**src/rtl/serial_tx.sv**
```systemverilog
// rtl/serial_tx.sv - framed serializer: start bit, LSB-first data, optional even parity, stop bit.
// Every output is a flop so the line-side register sees no combinational glitches.
module serial_tx #(
  parameter int DATA_W       = 8,
  parameter int CLKS_PER_BIT = 4,
  parameter int PARITY_EN    = 0
) (
  input  logic              clk,
  input  logic              rst_n,
  input  logic [DATA_W-1:0] tx_data,
  input  logic              tx_valid,
  output logic              tx_ready,
  output logic              tx_out,
  output logic              busy,
  output logic              done
);

  localparam int BAUD_W = (CLKS_PER_BIT > 1) ? $clog2(CLKS_PER_BIT) : 1;
  localparam int BIT_W  = (DATA_W > 1) ? $clog2(DATA_W) : 1;
  localparam logic [BAUD_W-1:0] BAUD_LAST = BAUD_W'(CLKS_PER_BIT - 1);
  localparam logic [BIT_W-1:0]  BIT_LAST  = BIT_W'(DATA_W - 1);

  typedef enum logic [2:0] {
    IDLE,
    START,
    DATA,
    PARITY,
    STOP
  } state_t;

  state_t            state;
  logic [DATA_W-1:0] shift;
  logic              parity;
  logic [BIT_W-1:0]  bit_cnt;
  logic [BAUD_W-1:0] baud_cnt;
  logic              bit_end;
  logic [DATA_W-1:0] shift_next;

  assign bit_end    = (baud_cnt == BAUD_LAST);
  assign shift_next = shift >> 1;

  // tx_out is loaded with the level of the state being entered, so the line
  // changes on the same edge as the state register.
  always_ff @(posedge clk or negedge rst_n) begin
    if (!rst_n) begin
      state    <= IDLE;
      shift    <= '0;
      parity   <= 1'b0;
      bit_cnt  <= '0;
      baud_cnt <= '0;
      tx_out   <= 1'b1;
      tx_ready <= 1'b1;
      busy     <= 1'b0;
      done     <= 1'b0;
    end else begin
      done <= 1'b0;
      case (state)
        IDLE: begin
          if (tx_valid && tx_ready) begin
            shift    <= tx_data;
            parity   <= ^tx_data;
            bit_cnt  <= '0;
            baud_cnt <= '0;
            state    <= START;
            tx_out   <= 1'b0;
            tx_ready <= 1'b0;
            busy     <= 1'b1;
          end
        end
        START: begin
          if (bit_end) begin
            baud_cnt <= '0;
            state    <= DATA;
            tx_out   <= shift[0];
          end else begin
            baud_cnt <= baud_cnt + BAUD_W'(1);
          end
        end
        DATA: begin
          if (bit_end) begin
            baud_cnt <= '0;
            shift    <= shift_next;
            if (bit_cnt == BIT_LAST) begin
              bit_cnt <= '0;
              if (PARITY_EN != 0) begin
                state  <= PARITY;
                tx_out <= parity;
              end else begin
                state  <= STOP;
                tx_out <= 1'b1;
              end
            end else begin
              bit_cnt <= bit_cnt + BIT_W'(1);
              tx_out  <= shift_next[0];
            end
          end else begin
            baud_cnt <= baud_cnt + BAUD_W'(1);
          end
        end
        PARITY: begin
          if (bit_end) begin
            baud_cnt <= '0;
            state    <= STOP;
            tx_out   <= 1'b1;
          end else begin
            baud_cnt <= baud_cnt + BAUD_W'(1);
          end
        end
        STOP: begin
          // Returning to IDLE re-opens the handshake in the same cycle done pulses.
          if (bit_end) begin
            baud_cnt <= '0;
            state    <= IDLE;
            tx_out   <= 1'b1;
            tx_ready <= 1'b1;
            busy     <= 1'b0;
            done     <= 1'b1;
          end else begin
            baud_cnt <= baud_cnt + BAUD_W'(1);
          end
        end
        default: begin
          state    <= IDLE;
          baud_cnt <= '0;
          bit_cnt  <= '0;
          tx_out   <= 1'b1;
          tx_ready <= 1'b1;
          busy     <= 1'b0;
        end
      endcase
    end
  end

endmodule

```
**config.mk**
```make
export PLATFORM = sky130hd
export DESIGN_NAME = serial_tx
export DESIGN_NICKNAME = d
export VERILOG_FILES = /design/src/rtl/serial_tx.sv
export SDC_FILE = /design/constraint.sdc
export NUM_CORES = 1
export LEC_CHECK = 0
export ABC_AREA = 1
export BUFFER_PORTS_ARGS = -buffer_cell sky130_fd_sc_hd__buf_4
export CORE_ASPECT_RATIO = 1.2
export CORE_MARGIN = 1
export CORE_UTILIZATION = 58
export CTS_BUF_LIST = sky130_fd_sc_hd__clkbuf_8
export DETAILED_ROUTE_END_ITERATION = 7
export GPL_ROUTABILITY_DRIVEN = 0
export PLACE_DENSITY = 0.89
export REMOVE_ABC_BUFFERS = 1
export SETUP_SLACK_MARGIN = 0.5
export SLEW_MARGIN = 0
export SYNTH_ARGS = -nofsm -noshare
export SYNTH_HDL_FRONTEND = slang
export SYNTH_SLANG_ARGS = --single-unit
```
**constraint.sdc**
```tcl
create_clock -name clk -period 1.5 [get_ports clk]
set_input_delay 0.15 -clock clk [delete_from_list [all_inputs] [get_ports clk]]
set_output_delay 0.15 -clock clk [all_outputs]
set_load 0.03 [all_outputs]
```
After elaboration in Yosys (flattened, before gate mapping)
Index checks and enable logic that the tools add are counted.
{ "op_classes": {"reduce_logical": 12, "n_mux": 29, "eq_ne": 13, "addsub": 2, "n_bitwise": 2} }
{ "ops": {"columns": ["cell", "n"], "rows": [
  ["$mux 3", 9],
  ["$mux 8", 2],
  ["$pmux 8 s2", 1],
  ["$pmux 3 s5", 1],
  ["$ne 2x2->1 const B", 6],
  ["$mux 1", 9],
  ["$pmux 3 s3", 1],
  ["$reduce_and 3->1", 3],
  ["$eq 3x2->1 const B", 2],
  ["$eq 3x3->1 const B", 2],
  ["$pmux 1 s3", 2],
  ["$reduce_and 6->1", 1],
  ["$reduce_or 3->1", 2],
  ["$mux 2", 2],
  ["$pmux 1 s4", 1],
  ["$pmux 2 s2", 1],
  ["$reduce_and 4->1", 1],
  ["$reduce_or 4->1", 1],
  ["$add 3x1->3 const B", 1],
  ["$eq 3x1->1 const B", 1],
  ["$logic_not 3->1", 1],
  ["$add 2x1->2 const B", 1],
  ["$eq 2x2->1 const B", 1],
  ["$ne 2x1->1 const B", 1],
  ["4 further kinds", 5]
]} }
{ "totals": {"ff_bits": 20, "output_inout_bits": 4} }

Depth between registers and ports, before layout
Gate-level depths: netlist (run 1).
{ "depth": {"word_depth": 4, "ltp_mapped": 9, "ltp_nobuf": 8} }

Least setup slack after synthesis (run 1)
No wires, ideal clock.
{ "synth_timing": {"kind": "register to register", "from": "register tx_ready", "to": "register state[1]", "setup_ns": 0.117, "arrival_ns": 1.244, "path_slack_ns": 0.139, "t_required_ns": 1.383, "path_buffers": 0, "stages_incl_launch_ff": 8, "cell_sequence": "dfstp_2 > nand2_1 > nand3_2 > nand2_1 > nor2_2 > nand2_1 > nand2_1 > nand2_1"} }
{ "synth_via": {"elab_chain_len": 3} }
{ "synth_lines": {"columns": ["element", "line", "text"], "rows": [
  ["from (decl)", "12", "output logic tx_ready,"],
  ["from (signal assigned)", "52", "tx_ready <= 1'b1;"],
  ["from (signal assigned)", "66", "tx_ready <= 1'b0;"],
  ["from (signal assigned)", "115", "tx_ready <= 1'b1;"],
  ["$logic_and 1x1->1", "59", "if (tx_valid && tx_ready) begin"],
  ["$ne 2x2->1 (no line)", null, null],
  ["$reduce_and 6->1 (no line)", null, null],
  ["to (signal assigned)", "64", "state <= START;"],
  ["to (signal assigned)", "73", "state <= DATA;"],
  ["to (signal assigned)", "86", "state <= PARITY;"],
  ["to (decl)", "31", "state_t state;"]
]} }
Every way passes these cells.
A chain may end at the register's enable or synchronous reset.

Final worst setup path (run 1)
{ "layout_timing": {"from": "register baud_cnt[0]", "to": "register tx_ready"} }
{ "layout_via": {"elab_chain_len": 3} }
{ "layout_lines": {"columns": ["element", "line", "text"], "rows": [
  ["from (decl)", "35", "logic [BAUD_W-1:0] baud_cnt;"],
  ["from (signal assigned)", "76", "baud_cnt <= baud_cnt + BAUD_W'(1);"],
  ["from (signal assigned)", "97", "baud_cnt <= baud_cnt + BAUD_W'(1);"],
  ["from (signal assigned)", "106", "baud_cnt <= baud_cnt + BAUD_W'(1);"],
  ["$eq 2x2->1", "39", "assign bit_end = (baud_cnt == BAUD_LAST);"],
  ["$ne 2x2->1 (no line)", null, null],
  ["$reduce_and 3->1 (no line)", null, null]
]} }
Every way passes these cells.

==> run_results.csv, run 1 <==
group,metric,value,unit
sta,final-hold-violation-count,0,
logic_synthesis,synth_top_family_by_area,"simple AND/OR/NAND/NOR gates",
logic_synthesis,synthSimpleGateAreaFrac,27.7,%
die,die_h,50.2,µm
detailed_routing,wirelength,3.19,mm
min_path,hp-start,"tx_data[7]",
detailed_routing,wl_met3,165,µm
clock_network,cts_max_path_buffers,2,
sta,skew,0.00278,ns
die,die_w,42.1,µm
sta,hold_ws,0.136,ns
detailed_routing,routed.top_layer,"met4",
final_layout,drive_gt1_share,47.2,%
sta,min_period,1.46,ns
setup_path,slowest_stage,"dfrtp_1",
final_layout,final_core_util,86.3,%
final_layout,final_cells,197,
setup_path,critPathArrivalTime,1.61,ns
logic_synthesis,synth_seq_area_share,44.9,%
setup_path,crit_type,"flop to flop",
run,maxCapViolations,0,
die,row_count,17,
sta,finalSetupViolCount,0,
detailed_routing,drtAntennaViolNets,0,
clock_network,htree_levels,1,
die,core,0.00183,mm²
detailed_routing,wl_per_cell,16.2,µm
global_routing,grt_max_degree,21,
clock_network,cts_root_buf,"clkbuf_8",
detailed_routing,vias_per_cell,5.62,
setup_path,crit_path_max_incr_delay,0.41,ns
placement,preCtsSetupSlack,0.000505,ns
detailed_routing,first_iter_violations,27,
min_path,hold_class,"primary input to flop",
clock_network,cts_tree,"done",
detailed_routing,met2RoutedLength,1.69,mm
logic_synthesis,netlist_area,0.00112,mm²
placement,dp_cells,170,
final_layout,antenna_cells,0,
clock_network,numCtsBuffers,3,
logic_synthesis,ys_warn_count,0,
setup_path,cp-start-kind,"flop",
sta,rsz0062_at_grt,"yes",
setup_path,cp.required,1.65,ns
min_path,hold_path_end,"shift[7]$_DFFE_PN0P_",
logic_synthesis,synth_xor_area_share,0,%
setup_path,regToRegStartpoint,"baud_cnt[0]$_DFFE_PN0P_",
global_routing,grt_pass1_wl,4.78,mm
setup_path,ff2ff_setup_slack,0.04,ns
setup_path,crit_chain,"ha_1 > inv_2 > nand3_2 > o211ai_1 > nand2_1 > o21ai_0",
logic_synthesis,avgSynthCellArea,8.01,µm²
detailed_routing,drc_errors,0,
power_and_ir_drop,p_leak,0.793,nW
detailed_routing,wl_met1,1.25,mm
sta,max_freq,687,MHz
placement,dp_hpwl,1.58,mm
logic_synthesis,synth_top_area_cell,"dfrtp_1",
global_routing,antenna_found_initial,0,
placement,placement.io_buffers,14,
sta,setup_ws,0.0445,ns
global_routing,grt_pass1_vias,1084,
logic_synthesis,synth.distinct_cells,21,
final_layout,fillerInstances,102,
global_routing,grt.overflow.total,0,
setup_path,crit_fanout,4,
logic_synthesis,netlist_instances,140,
logic_synthesis,ys_seq_elements,20,
clock_network,clock-sinks,20,
clock_network,cts.clk_slew.worst_paths,0.07,ns
sta,max_slew_margin,76.3,%
die,pin_count,15,
clock_network,clk_latency,0.26,ns
setup_path,r2r-end,"tx_ready$_DFFE_PN1P_",
detailed_routing,vias,1107,
power_and_ir_drop,power.density,2320,mW/mm²
final_layout,syn2layout_area_growth,40.8,%
sta,setup_tns,0,ns
min_path,whs_path_depth,3,
sta,maxSlewViolCount,0,
sta,min_period_over_period,97.0,%
final_layout,fin_nets,194,
setup_path,cp-end-kind,"flop",
logic_synthesis,synth_fa_ha_area_share,4.46,%
die,dieArea,0.00211,mm²
die,initial_utilization,61.3,%
logic_synthesis,synthMuxAreaShare,0,%
detailed_routing,first_pass_iters,4,
power_and_ir_drop,vdd_ir_drop_max,0.00139,V
setup_path,reg2reg_depth,6,
status,status,"complete, no violations",
sta,worst_pin_slew,0.353,ns
logic_synthesis,synth_area_leaders,"dfrtp_1 (40%), nand2_1 (15%), inv_1 (5.0%), dfstp_2 (4.7%), o21ai_2 (4.7%)",
logic_synthesis,synth_compound_area_share,14.0,%
global_routing,grt_usage,30.0,%
logic_synthesis,synth_top_area_share,40.2,%
worst max-delay path: cells and delay by family, from the launching register on:
family	cells	cell delay [ns]
compound gates	2	0.36
fa+ha+maj	1	0.22
buf+inv	1	0.12
flops	1	0.41
simple gates	2	0.25
cells in the final DEF, fill, tap and decap left out:
cell,netlist,layout
inv_4,0,2
nor3_4,0,1
o21ai_2,6,8
a21oi_2,0,2
o211ai_1,1,1
o21ai_1,7,12
nor2_1,5,3
dfstp_2,2,2
buf_4,0,29
inv_1,15,11
nand3_1,9,6
nor2_4,3,6
dfrtp_1,18,15
nand4_1,1,1
ha_2,0,1
inv_6,0,2
nand2_1,46,39
clkbuf_8,0,4
o22ai_2,0,1
nand2_2,2,9
nand3_2,1,3
inv_2,3,4
dlygate4sd3_1,0,1
ha_1,4,3
dfrtp_2,0,3
o21ai_0,9,2
nand3_4,0,1
buf_6,3,6
cell usage after synthesis, drive strengths merged:
| cell | number |
|---|---|
| a21oi | 2 |
| buf | 3 |
| dfrtp | 18 |
| dfstp | 2 |
| ha | 4 |
| inv | 18 |
| nand2 | 48 |
| nand3 | 10 |
| nand4 | 1 |
| nor2 | 9 |
| nor3 | 1 |
| o211ai | 1 |
| o21ai | 22 |
| o22ai | 1 |
where the power goes:
group          switching (mW)  internal, mW  total (mW)
clock network           0.177         0.234       0.411
registers               0.204         0.794       0.998
logic                    1.35         0.905        2.26
total                    1.73          1.93        3.67
flip-flops by register name, indices dropped and copies added (netlist names):
signal	count
bit_cnt	3
baud_cnt	2
shift	8
tx_out	1
done	1
state	3
tx_ready	1
busy	1
stage by stage:
step	total power, mW	area, µm²
after floorplan	2.01	1090
after global placement	2.28	1220
after global routing	3.88	1580
after CTS	3.26	1480
final	3.67	1580
after detailed placement	2.35	1220
cell type report:
type | count | area (µm²) | share of cell area (%)
clock buffers | 4 | 55.1 | 3.49
inverters | 18 | 80.1 | 5.07
multi-input cells | 99 | 612 | 38.7
flip-flops and latches | 20 | 507 | 32.1
well taps | 19 | 23.8 | 1.51
repair buffers | 36 | 295 | 18.7
repair inverters | 1 | 6.26 | 0.396
repair_timing:
item,in CTS,in global routing
hold buffers,1,0
endpoints found under the setup margin,22,21
gates resized for setup,38,12
gates cloned,1,0
endpoints found under the hold margin,18,0
pin swaps,16,15
setup buffers,12,9
per-layer routing:
| layer | vias to the layer above | GRT usage [%] |
|---|---|---|
| li1 | 524 | - |
| met1 | 525 | 37.0 |
| met2 | 45 | 51.3 |
| met3 | 13 | 4.68 |
| met4 | 0 | 14.6 |
| met5 | - | 0 |
worst max-delay path by stage:
stage	slack, ns	cells after the start	from	to
6_report	0.04	6	baud_cnt[0]$_DFFE_PN0P_	tx_ready$_DFFE_PN1P_
3_3_place_gp	0.12	7	state[0]$_DFFE_PN0P_	shift[7]$_DFFE_PN0P_
2_1_floorplan	0.14	7	tx_ready$_DFFE_PN1P_	state[0]$_DFFE_PN0P_
4_1_cts	0.19	6	baud_cnt[1]$_DFFE_PN0P_	bit_cnt[1]$_DFFE_PN0P_
3_5_place_dp	0.0005	7	state[0]$_DFFE_PN0P_	shift[7]$_DFFE_PN0P_
5_1_grt	0.03	6	baud_cnt[1]$_DFFE_PN0P_	bit_cnt[0]$_DFFE_PN0P_
cells by family (layout without fill, tap and decap cells):
kind of cell	after synthesis	count (layout)
AND/OR/NAND/NOR	69	69
AO/OA/AOI/OAI	26	26
buffers and inverters	21	59
flip-flops	20	20
adder cells (fa/ha/maj)	4	4
Power figures use the tool's default switching activity.
==> inputs of run 2 (changes only) <==
--- a/config.mk
+++ b/config.mk
@@ -7,13 +7,14 @@
 export LEC_CHECK = 0
 export ABC_AREA = 1
 export BUFFER_PORTS_ARGS = -buffer_cell sky130_fd_sc_hd__buf_4
+export CAP_MARGIN = 20
 export CORE_ASPECT_RATIO = 1.2
 export CORE_MARGIN = 1
-export CORE_UTILIZATION = 58
+export CORE_UTILIZATION = 63
 export CTS_BUF_LIST = sky130_fd_sc_hd__clkbuf_8
 export DETAILED_ROUTE_END_ITERATION = 7
 export GPL_ROUTABILITY_DRIVEN = 0
-export PLACE_DENSITY = 0.89
+export PLACE_DENSITY = 0.95
 export REMOVE_ABC_BUFFERS = 1
 export SETUP_SLACK_MARGIN = 0.5
 export SLEW_MARGIN = 0
==> constraint.sdc (replaced) <==
create_clock -name clk -period 1.74 [get_ports clk]
set_input_delay 0.174 -clock clk [delete_from_list [all_inputs] [get_ports clk]]
set_output_delay 0.174 -clock clk [all_outputs]
set_load 0.03 [all_outputs]
==> run 2 against run 1 <==
  * Worst hold slack improved by 0.047 ns
  * Fmax decreased by 5.6%
  * Design area shrank 0.63%
  * Sequential power is 12% lower
  * Register-to-register slack better by 0.15 ns
  * Clock power rose by 20%
  * Critical endpoint is now shift[3]$_DFFE_PN0P_
==> run_results.csv, run 2 (synthesis gave the netlist of run 1 again) <==
group,metric,value,unit
power_and_ir_drop,pwr-share-comb,58.8,%
final_layout,top_regs,"shift x8, bit_cnt x3, state x3",
die,dieArea,0.00195,mm²
clock_network,cts_max_path_buffers,2,
detailed_routing,drtAntennaViolNets,0,
setup_path,critPathArrivalTime,1.73,ns
die,row_count,16,
sta,final-hold-violation-count,0,
die,pin_count,15,
sta,skew,0.0155,ns
power_and_ir_drop,pwr-share-seq,26.4,%
setup_path,crit_fanout,7,
die,die_h,48.2,µm
sta,worst_pin_slew,0.314,ns
clock_network,cts.clk_slew.worst_paths,0.09,ns
die,die_w,40.5,µm
power_and_ir_drop,switching_share,49.1,%
power_and_ir_drop,clkPwrFrac,14.8,%
detailed_routing,vias_per_cell,6.50,
final_layout,largest_reg_flops,8,
clock_network,clk_latency,0.28,ns
detailed_routing,first_iter_violations,86,
sta,min_period_over_period,88.6,%
placement,dp_hpwl,1.55,mm
final_layout,antenna_cells,0,
detailed_routing,drc_errors,0,
power_and_ir_drop,p_leak,0.778,nW
sta,min_period,1.54,ns
global_routing,grt_usage,35.2,%
sta,max_slew_margin,79.0,%
setup_path,crit_type,"flop to flop",
global_routing,grt_pass1_wl,4.53,mm
sta,setup_ws,0.199,ns
clock_network,htree_levels,1,
sta,rsz0062_at_grt,"yes",
sta,finalSetupViolCount,0,
final_layout,fillerInstances,42,
sta,maxSlewViolCount,0,
global_routing,antenna_found_initial,0,
final_layout,top_register,"shift",
status,status,"complete, no violations",
power_and_ir_drop,vdd_ir_drop_max,0.00169,V
global_routing,grt_pass1_vias,1050,
setup_path,cp.required,1.93,ns
die,initial_utilization,68.3,%
detailed_routing,wl_per_cell,21.1,µm
global_routing,grt.overflow.total,0,
power_and_ir_drop,power.switching,1.64,mW
setup_path,cp-end-kind,"flop",
power_and_ir_drop,power.density,2130,mW/mm²
die,core,0.00164,mm²
setup_path,cp-start-kind,"flop",
final_layout,final_cell_mix,"nand2_1 (34), buf_4 (27), dfrtp_1 (14)",
detailed_routing,wirelength,4.06,mm
detailed_routing,first_pass_iters,4,
final_layout,multiInputGateArea,622,µm²
detailed_routing,vias,1254,
final_layout,layout_commonest_cell,"nand2_1",
final_layout,regArea,508,µm²
clock_network,cts_root_buf,"clkbuf_8",
clock_network,clock-sinks,20,
final_layout,fin_nets,191,
placement,preCtsSetupSlack,0.330,ns
final_layout,syn2layout_area_growth,40.0,%
final_layout,drive_gt1_share,46.3,%
sta,setup_tns,0,ns
clock_network,numCtsBuffers,3,
power_and_ir_drop,internal-power,1.70,mW
min_path,hold_class,"primary input to flop",
placement,placement.io_buffers,14,
clock_network,cts_tree,"done",
global_routing,grt_max_degree,21,
sta,max_freq,649,MHz
run,maxCapViolations,0,
[run 2: cell types whose count changed in the layout (fill, tap and decap cells not counted), moves of 3 or more]
cell,change
buf_6,-3
nand2_4,+3
nand2_1,-5
inv_2,-3
[run 2: final timing paths]
check	slack [ns]	end	start	depth (start not counted)
min	0.18	shift[7]$_DFFE_PN0P_	tx_data[7]	3
min in group asynchronous	0.30	done$_DFF_PN0_	rst_n	2
max reg2reg	0.20	shift[3]$_DFFE_PN0P_	state[2]$_DFFE_PN0P_	8
max in group asynchronous	1.16	tx_out$_DFFE_PN1P_	rst_n	2
min reg2reg	0.50	tx_out$_DFFE_PN1P_	tx_out$_DFFE_PN1P_	2
max	0.20	shift[3]$_DFFE_PN0P_	state[2]$_DFFE_PN0P_	8
[run 2: power by group through the flow]
stage	Clock, mW	Combinational [mW]	Sequential, mW
2_1_floorplan	0	0.854	0.882
3_3_place_gp	0	1.14	0.827
5_1_grt	0.491	2.09	0.889
6_report	0.492	1.96	0.881
4_1_cts	0.471	1.48	0.817
3_5_place_dp	0	1.19	0.843
[run 2: per-layer routing]
| layer | wire (µm) | track usage, % | vias to the layer above |
|---|---|---|---|
| li1 | - | - | 516 |
| met4 | 308 | 24.0 | 0 |
| met5 | 0 | 0 | - |
| met3 | 362 | 5.48 | 46 |
| met1 | 1370 | 37.9 | 581 |
| met2 | 2030 | 61.9 | 111 |
[run 2: cell type report]
class | instances | share of cell area, %
Clock buffer | 3 | 2.63
Clock inverter | 1 | 1.91
Inverter | 18 | 5.26
Multi-Input combinational cell | 99 | 39.6
Sequential cell | 20 | 32.4
Tap cell | 18 | 1.44
Timing Repair Buffer | 32 | 15.9
Timing Repair inverter | 2 | 0.797
[run 2: repair_timing]
action,4_1_cts,5_1_grt
setup endpoints to repair,16,19
pin swaps,7,10
hold buffers,1,0
gates cloned,1,1
hold endpoints to repair,18,0
buffers inserted,12,5
gates resized for setup,19,33
[run 2: critical path: stages, from the launching register on]
cell     delay [ns]
dfrtp_2        0.51
inv_4          0.12
nand2_4        0.06
nor2_4         0.21
buf_6          0.15
inv_4          0.05
o21ai_1        0.17
nand2_1        0.11
o21ai_2        0.08
[run 2: stage by stage]
step / power [mW] / cells / hold WS (ns) / cell area (µm²) / util, %
finish: 3.33 / 193 / 0.183 / 1570 / 95.6
global route: 3.47 / 193 / 0.202 / 1570 / 95.6
CTS: 2.77 / 187 / 0.149 / 1420 / 86.7
detailed placement: 2.03 / 169 / 0.0660 / 1210 / 74.0
global placement: 1.96 / 169 / 0.0629 / 1210 / 74.0
floorplan: 1.74 / 137 / -0.122 / 1090 / -
